--- src/rtl/mem_port_arbiter.sv ---
// Arbitrates one single-ported memory between the fetch port (I) and the load/store port (D).
// Define MEM_PORT_ARBITER_TIMEOUT_EN to abort transfers whose memory never completes.
module mem_port_arbiter #(
  parameter int IADDR_W   = 32,
  parameter int DADDR_W   = 32,
  parameter int DDATA_W   = 32,
  parameter int ADDR_W    = 32,
  parameter int TIMEOUT_W = 8
) (
  input  logic               clk,
  input  logic               reset,
  input  logic [IADDR_W-1:0] memIAddr,
  input  logic               reqI,
  output logic               memIReady,
  output logic [DDATA_W-1:0] memIData,
  input  logic [DADDR_W-1:0] memDAddr,
  input  logic [DDATA_W-1:0] memDData,
  input  logic               wr,
  input  logic               reqD,
  output logic               memDReady,
  output logic [DDATA_W-1:0] memDDataOut,
  output logic [ADDR_W-1:0]  memAddr,
  output logic               memWr,
  output logic               memReq,
  output logic [DDATA_W-1:0] memDataIn,
  input  logic [DDATA_W-1:0] memDataOut,
  input  logic               memBusyOut,
  output logic               memErr,
  output logic [1:0]         dbg_state
);

  // Handshake: memReq is held with stable address/data until memBusyOut=1 is sampled
  // (accept); the transfer completes when memBusyOut=0 is then sampled, and the
  // granted port sees a one-cycle ready pulse with its data output already updated.
  localparam logic [1:0] IDLE  = 2'd0;
  localparam logic [1:0] ISSUE = 2'd1;
  localparam logic [1:0] WAIT  = 2'd2;
  localparam logic [1:0] DONE  = 2'd3;

  logic [1:0]        state;
  logic              grant_d;
  logic              last_grant_d;
  logic              pick_d;
  logic              err_q;
  logic              tmo_hit;
  logic [ADDR_W-1:0] i_addr;
  logic [ADDR_W-1:0] d_addr;

  assign i_addr    = ADDR_W'(memIAddr);
  assign d_addr    = ADDR_W'(memDAddr);
  assign dbg_state = state;
  assign memErr    = err_q;

  // On a tie the port that did not win last time is granted.
  assign pick_d = reqD && (!reqI || !last_grant_d);

`ifdef MEM_PORT_ARBITER_TIMEOUT_EN
  logic [TIMEOUT_W-1:0] tmo_cnt;

  assign tmo_hit = &tmo_cnt;

  // Cleared while idle and on the accept edge, so it restarts on entry to ISSUE and WAIT.
  always_ff @(posedge clk) begin
    if (!reset) begin
      tmo_cnt <= '0;
    end else if (state == IDLE || (state == ISSUE && memBusyOut)) begin
      tmo_cnt <= '0;
    end else if (state == ISSUE || state == WAIT) begin
      tmo_cnt <= tmo_cnt + 1'b1;
    end
  end
`else
  assign tmo_hit = 1'b0;
`endif

  always_ff @(posedge clk) begin
    if (!reset) begin
      state        <= IDLE;
      grant_d      <= 1'b0;
      last_grant_d <= 1'b1;
      memReq       <= 1'b0;
      memWr        <= 1'b0;
      memAddr      <= '0;
      memDataIn    <= '0;
      memIData     <= '0;
      memDDataOut  <= '0;
      memIReady    <= 1'b0;
      memDReady    <= 1'b0;
      err_q        <= 1'b0;
    end else begin
      memIReady <= 1'b0;
      memDReady <= 1'b0;
      err_q     <= 1'b0;
      case (state)
        IDLE: begin
          // A busy memory left over from an aborted transfer blocks new grants.
          if (!memBusyOut && (reqI || reqD)) begin
            grant_d <= pick_d;
            memReq  <= 1'b1;
            state   <= ISSUE;
            if (pick_d) begin
              memAddr   <= d_addr;
              memWr     <= wr;
              memDataIn <= memDData;
            end else begin
              memAddr <= i_addr;
              memWr   <= 1'b0;
            end
          end
        end
        ISSUE: begin
          if (memBusyOut) begin
            memReq <= 1'b0;
            state  <= WAIT;
          end else if (tmo_hit) begin
            memReq       <= 1'b0;
            err_q        <= 1'b1;
            memIReady    <= !grant_d;
            memDReady    <= grant_d;
            last_grant_d <= grant_d;
            state        <= IDLE;
          end
        end
        WAIT: begin
          if (!memBusyOut) begin
            if (grant_d) begin
              if (!memWr) memDDataOut <= memDataOut;
              memDReady <= 1'b1;
            end else begin
              memIData  <= memDataOut;
              memIReady <= 1'b1;
            end
            last_grant_d <= grant_d;
            state        <= DONE;
          end else if (tmo_hit) begin
            err_q        <= 1'b1;
            memIReady    <= !grant_d;
            memDReady    <= grant_d;
            last_grant_d <= grant_d;
            state        <= IDLE;
          end
        end
        DONE: begin
          state <= IDLE;
        end
        default: begin
          state <= IDLE;
        end
      endcase
    end
  end

endmodule
--- config.mk ---
export PLATFORM = sky130hd
export DESIGN_NAME = mem_port_arbiter
export DESIGN_NICKNAME = d
export VERILOG_FILES = /design/src/rtl/mem_port_arbiter.sv
export SDC_FILE = /design/constraint.sdc
export NUM_CORES = 1
export LEC_CHECK = 0
export BUFFER_PORTS_ARGS = -buffer_cell sky130_fd_sc_hd__buf_2
export CORE_MARGIN = 10
export CORE_UTILIZATION = 45
export DETAILED_ROUTE_END_ITERATION = 16
export PLACE_DENSITY = 0.9
export SYNTH_ARGS = -nofsm -noshare
export SYNTH_HDL_FRONTEND = slang
export SYNTH_SLANG_ARGS = --single-unit
--- constraint.sdc ---
create_clock -name clk -period 1.95 [get_ports clk]
set_clock_uncertainty 0.05 [all_clocks]
set_input_delay 0.195 -clock clk [delete_from_list [all_inputs] [get_ports clk]]
set_output_delay 0.195 -clock clk [all_outputs]
set_load 0.005 [all_outputs]
==> impl_results.md, run 1 <==
- Outcome: finished, final reports clean
- Congestion Overflow GR: 0
- Avg Cell Area, Syn: 8.55 um2
- Min Clock Period, post-route: 1810 ps
- Pwr dens: ~1100 nW/um2
- Fin crit share: 0.929
- Most frequent cells in the layout: buf_2, nand2_1, dfxtp_1, a21oi_1, dlygate4sd3_1
- Crit end category: flop
- Synth warn: 0
- Initial antenna violation count: 1
- Seq cells post-synth: ~140
- Total number of vias: 5746
- Clk pin slew, worst setup/hold paths: 60 ps
- Fmax: 0.552 GHz
- Die area: 16300 um2
- Post-DP HPWL: between 10000 and 15000 um
- CP Data Arrival Time: between 2000 and 2500 ps
- Worst Hold Launch: memIAddr[11]
- Post-route setup slack: 139 ps
- Seq/Total Area, Yosys: 0.524
- Via/cell ratio: 5.30
- GR Util All Layers: 0.243
- Setup-failing EPs final: 0
- Hold Fails Final Rpt: 0
- DR iter-0 viols: 466
- Dpl cell area: 6590 um2
- Crit path kind: flop to flop
- FF-to-FF Start: dbg_state[0]
- Busiest grt layer: met2
- Final non-filler cell total: 1085
- Drt total wl: 20600 um
- CTS root buffer: clkbuf_16
- Final GP Congestion: a little under 0.8
- Met2 Use GR: 0.423
- LEAKAGE: 3.62 nW
- Post-CTS setup buffers: 0
- First-pass GRT wire length: 31700 um
- Ports: 269
- Mapped Cells: between 600 and 700
- # port buffers: 267
- Syn Nets: 745
- Final slew viol count: 0
- Die H: 127 um
- Core Box Area: 11400 um2
- Die W: 127 um
- Sequential Area: around 2700 um2
- Vias in the first global route: 6062
- Maximum buffer depth of the clock tree: 2
- Max cap viols: 0
- Remaining DRCs: 0
- Post-synth EDFFs: 0
- Setup WS pre-CTS: 93.0 ps
- CP startpoint: dbg_state[0]
- Synth async-reset ratio: 0
- Mapped Area: 5200 um2
- CP startpoint kind: flop
- Synth cell types: 33
- Placed Cells incl. Taps: 981
- Antenna viol nets, final: 0
- Nets@finish: 1066
- Multi-input logic area: between 2000 and 2500 um2
- Most common library cell in the layout ignoring fill and taps: buf_2
- Clock sinks: 136
- Wire per inst: roughly 19 um
- CTS tree: done
- Maximum vdd drop: about 0.9 mV
- FILL cells: 781
- Skew-Pair Late Insertion Delay: 410 ps
- Met3 usage: 0.107
- Row count: 39
- Num CTS Buffers: 17
- Util after Layout: 0.699
- Worst Path Required: 2230 ps
- Area Overhead vs Synth: 52.9%
- Setup TNS: 0 ps
- RSZ-0062 raised after global routing: false
- Pre-antenna DRT Iters: 6
- Initial Util: 0.457
- GR Layer Usage met1: 0.238
- CTS H-tree lvls: 4
- Worst min path class: input pin to flop
- Largest net degree at the start of global routing: 77
- Fin area: 7950 um2
- Layout cells sized above 1: 0.359
- Synth Flop Type: dfxtp_1
- CP max FO: 32
area by class of cell:
class | instances | area share
clock buffer | 23 | 0.0614
inverter | 3 | 0.00157
timing repair buffer | 349 | 0.279
tap | 143 | 0.0225
antenna | 1 | 0.000315
sequential | 136 | 0.342
multi-input combinational | 422 | 0.275
clock inverter | 8 | 0.0179
Yosys cell counts (all sizes together) (2+ instances only):
| cell type | count | area [um2] |
|---|---|---|
| nor3 | 3 | 15.0 |
| clkbuf | 14 | 56.3 |
| inv | 3 | 11.3 |
| nor2 | 8 | 32.5 |
| o21ai | 34 | 170 |
| buf | 33 | 250 |
| ha | 3 | 37.5 |
| nand3 | 2 | 10.0 |
| mux2i | 32 | 320 |
| a21oi | 130 | 692 |
| nand2 | 196 | 761 |
| dfxtp | 136 | 2720 |
| nor2b | 3 | 21.3 |
| or2 | 2 | 12.5 |
metrics by stage:
step	hold WS, ps	power (mW)
2_1_floorplan	281	4.27
3_3_place_gp	382	4.93
3_5_place_dp	392	4.99
4_1_cts	0.553	8.51
5_1_grt	17.7	8.92
6_report	20.8	8.56
registers in the layout (all words and copies together), names as in the netlist:
name	count
last_grant_d	1
memIReady	1
memWr	1
memDReady	1
memDataIn	32
memAddr	32
memDDataOut	32
memIData	32
grant_d	1
memReq	1
dbg_state	2
cell families after synthesis:
family / share of synthesized area
AND/OR/NAND/NOR: 0.172
AO/OA/AOI/OAI: 0.172
flip-flops: 0.524
buffers and inverters: 0.0611
multiplexers: 0.0638
adder cells (fa/ha/maj): 0.00722
other: 0.000721
per-layer routing:
metal  vias to the layer above  part of all wire
met4                         0             0.041
li1                       2652                 -
met3                        73              0.11
met2                       388              0.50
met1                      2633              0.34
met5                         -                 0
worst paths after layout:
| check | endpoint | slack (ps) | cells past startpoint |
|---|---|---|---|
| hold reg to reg | memIData[1] | 400 | 2 |
| setup / recovery | memDDataOut[0] | 140 | 7 |
| hold / removal | memAddr[11] | 20 | 3 |
| setup reg to reg | memDDataOut[0] | 140 | 7 |
critical path, cell delays in order (launching register included):
cell and delay, ps:
dfxtp_1 370, inv_1 80, ha_1 290, nand3b_4 130
or2_1 110, buf_4 370, nand2_1 110, a21oi_1 190
report_power, final:
part	internal, mW	leakage, nW	switching [mW]
clock network	2.26	0.309	1.15
registers	3.12	1.11	0.197
logic	0.816	2.20	1.02
total	6.20	3.62	2.36
what timing repair did:
action                                 4_1_cts  5_1_grt
hold buffers                                72        0
setup endpoints to repair                    0       15
endpoints found under the hold margin      100        0
gates resized for setup                      0        2
No activity file was read; power rests on OpenSTA's default activity.
==> run 2: changes to the inputs <==
--- a/config.mk
+++ b/config.mk
@@ -5,10 +5,12 @@
 export SDC_FILE = /design/constraint.sdc
 export NUM_CORES = 1
 export LEC_CHECK = 0
+export ABC_CLOCK_PERIOD_IN_PS = 1950
 export BUFFER_PORTS_ARGS = -buffer_cell sky130_fd_sc_hd__buf_2
 export CORE_MARGIN = 10
 export CORE_UTILIZATION = 45
 export DETAILED_ROUTE_END_ITERATION = 16
+export HOLD_SLACK_MARGIN = 0.08
 export PLACE_DENSITY = 0.9
 export SYNTH_ARGS = -nofsm -noshare
 export SYNTH_HDL_FRONTEND = slang
==> impl_results.md, run 2 (same netlist as run 1, synthesis figures left out) <==
- Remaining DRCs: 0 (unchanged)
- # port buffers: 267 (unchanged)
- Layout cells sized above 1: 0.344 (-0.0156)
- DR iter-0 viols: 595 (+28%)
- Setup-failing EPs final: 3 (+3)
- Maximum vdd drop: 0.922 mV (+2.6%)
- Pwr dens: 1030 nW/um2 (-3.9%)
- Util after Layout: 0.761 (+0.0622)
- Num CTS Buffers: 17 (unchanged)
- Outcome: finished with violations
- Largest net degree at the start of global routing: 77 (unchanged)
- Worst Path Required: 2190 ps (-40 ps)
- LEAKAGE: 3.92 nW (+8.2%)
- Final GP Congestion: 0.788 (unchanged)
- Skew-Pair Late Insertion Delay: 420 ps (about the same)
- Critical path cell sequence: a21boi_4 -> buf_12 -> clkbuf_16 -> mux2i_1 -> dlygate4sd3_1 -> a21oi_1
- Die W: 127 um (unchanged)
- CP startpoint: last_grant_d
- CTS H-tree lvls: 4 (unchanged)
- Hold Fails Final Rpt: 0 (unchanged)
- Drt total wl: 24400 um (+19%)
- CP bufs+invs: 3 (+1)
- Congestion Overflow GR: 0 (unchanged)
- Area Overhead vs Synth: 66.5%
- Initial antenna violation count: 3 (+2)
- CP Data Arrival Time: 2280 ps (+180 ps)
- Maximum buffer depth of the clock tree: 2 (unchanged)
- Failing checks: setup timing
- Nets@finish: 1129 (+5.9%)
- Largest delay contributor family on the critical path: buffers and inverters
- Antenna viol nets, final: 0 (unchanged)
- Post-route setup slack: -84.7 ps (-224 ps)
- Die area: 16300 um2 (unchanged)
- Worst min path class: input pin to flop
- Setup WS pre-CTS: 93.0 ps (unchanged)
- Most common library cell in the layout ignoring fill and taps: buf_2
- Fin crit share: 1.04 (+0.115)
- Die H: 127 um (unchanged)
- Max cap viols: 0 (unchanged)
- Pre-antenna DRT Iters: 7 (+1)
- Post-DP HPWL: 12300 um (unchanged)
- Slowest stage delay, CP: 600 ps (+230 ps)
- Total number of vias: 6320 (+10%)
- Fin area: 8660 um2 (+8.9%)
- Crit end category: flop
- Core Box Area: 11400 um2 (unchanged)
- Ports: 269 (unchanged)
- Most frequent cells in the layout: buf_2, nand2_1, dfxtp_1, dlygate4sd3_1, a21oi_1
- Final non-filler cell total: 1150 (+6.0%)
- CP max FO: 4 (-88%)
- Row count: 39 (unchanged)
- Vias in the first global route: 6576 (+8.5%)
- Crit path kind: flop to flop
- First-pass GRT wire length: 35700 um (+13%)
- FF-to-FF Start: last_grant_d
- Worst Hold Launch: reset
- Critical path's slowest cell: dlygate4sd3_1
- Final slew viol count: 0 (unchanged)
- GR Util All Layers: 0.276 (+0.0324)
- Wire per inst: 21.2 um (+12%)
- CP startpoint kind: flop
- Setup TNS: -104 ps (-104 ps)
- Min Clock Period, post-route: 2030 ps (+224 ps)
- Dpl cell area: 6590 um2 (unchanged)
- Via/cell ratio: 5.50 (+3.8%)
- Initial Util: 0.457 (unchanged)
- Placed Cells incl. Taps: 981 (unchanged)
- Fmax: 0.491 GHz (-11%)
- CTS root buffer: clkbuf_16
- CTS tree: done
- Clock sinks: 136 (unchanged)
- Clk pin slew, worst setup/hold paths: 60 ps (about the same)
-- run 2: cell count changes in the layout (fill, tap and decap cells not counted) --
cell / previous run / this run
buf_12: 7 / 8
buf_4: 3 / 4
clkbuf_16: 17 / 21
diode_2: 1 / 3
dlygate4sd3_1: 72 / 129
mux2i_1: 32 / 31
mux2i_2: 0 / 1
-- run 2: final cells by class --
class / count / area [um2]
Timing Repair Buffer: 412 / 2920
Inverter: 3 / 12.5
Tap cell: 143 / 179
Sequential cell: 136 / 2720
Clock buffer: 23 / 488
Clock inverter: 8 / 143
Antenna cell: 3 / 7.51
Multi-Input combinational cell: 422 / 2190
Fill cell: 689 / 2710
-- run 2: repair_timing --
action                                 4_1_cts  5_1_grt
setup buffers                                0        2
setup endpoints to repair                    0       24
hold buffers                               127        2
resized for setup                            0        3
endpoints found under the hold margin      128        1
-- run 2: power by group --
group / total (mW) / internal [mW] / switching [mW]
clock: 3.41 / 2.26 / 1.15
sequential: 3.35 / 3.12 / 0.230
combinational: 2.20 / 1.00 / 1.19
-- run 2: path summary, 6_finish.rpt --
kind / to / slack (ps) / depth (start not counted)
max reg2reg: memAddr[2] / -80 / 6
min reg2reg: memIData[1] / 400 / 2
min: memAddr[27] / 120 / 3
max: memAddr[2] / -80 / 6
-- run 2: worst register-to-register path, stage by stage (launching register included) --
cell and delay, ps:
dfxtp_1 340, a21boi_4 200, buf_12 150, clkbuf_16 150
mux2i_1 330, dlygate4sd3_1 600, a21oi_1 100
-- run 2: metrics by stage --
stage	hold slack [ps]	power, mW
global placement	382	4.93
floorplan	281	4.27
CTS	95.1	8.63
detailed placement	392	4.99
finish	122	8.96
global route	160	9.24
-- run 2: routing by layer --
metal | vias up | GRT usage | wire length (um)
li1 | 2789 | - | -
met1 | 2881 | 0.282 | 7940
met2 | 535 | 0.465 | 12000
met3 | 115 | 0.116 | 3070
met4 | 0 | 0.157 | 1360
met5 | - | 0 | 0
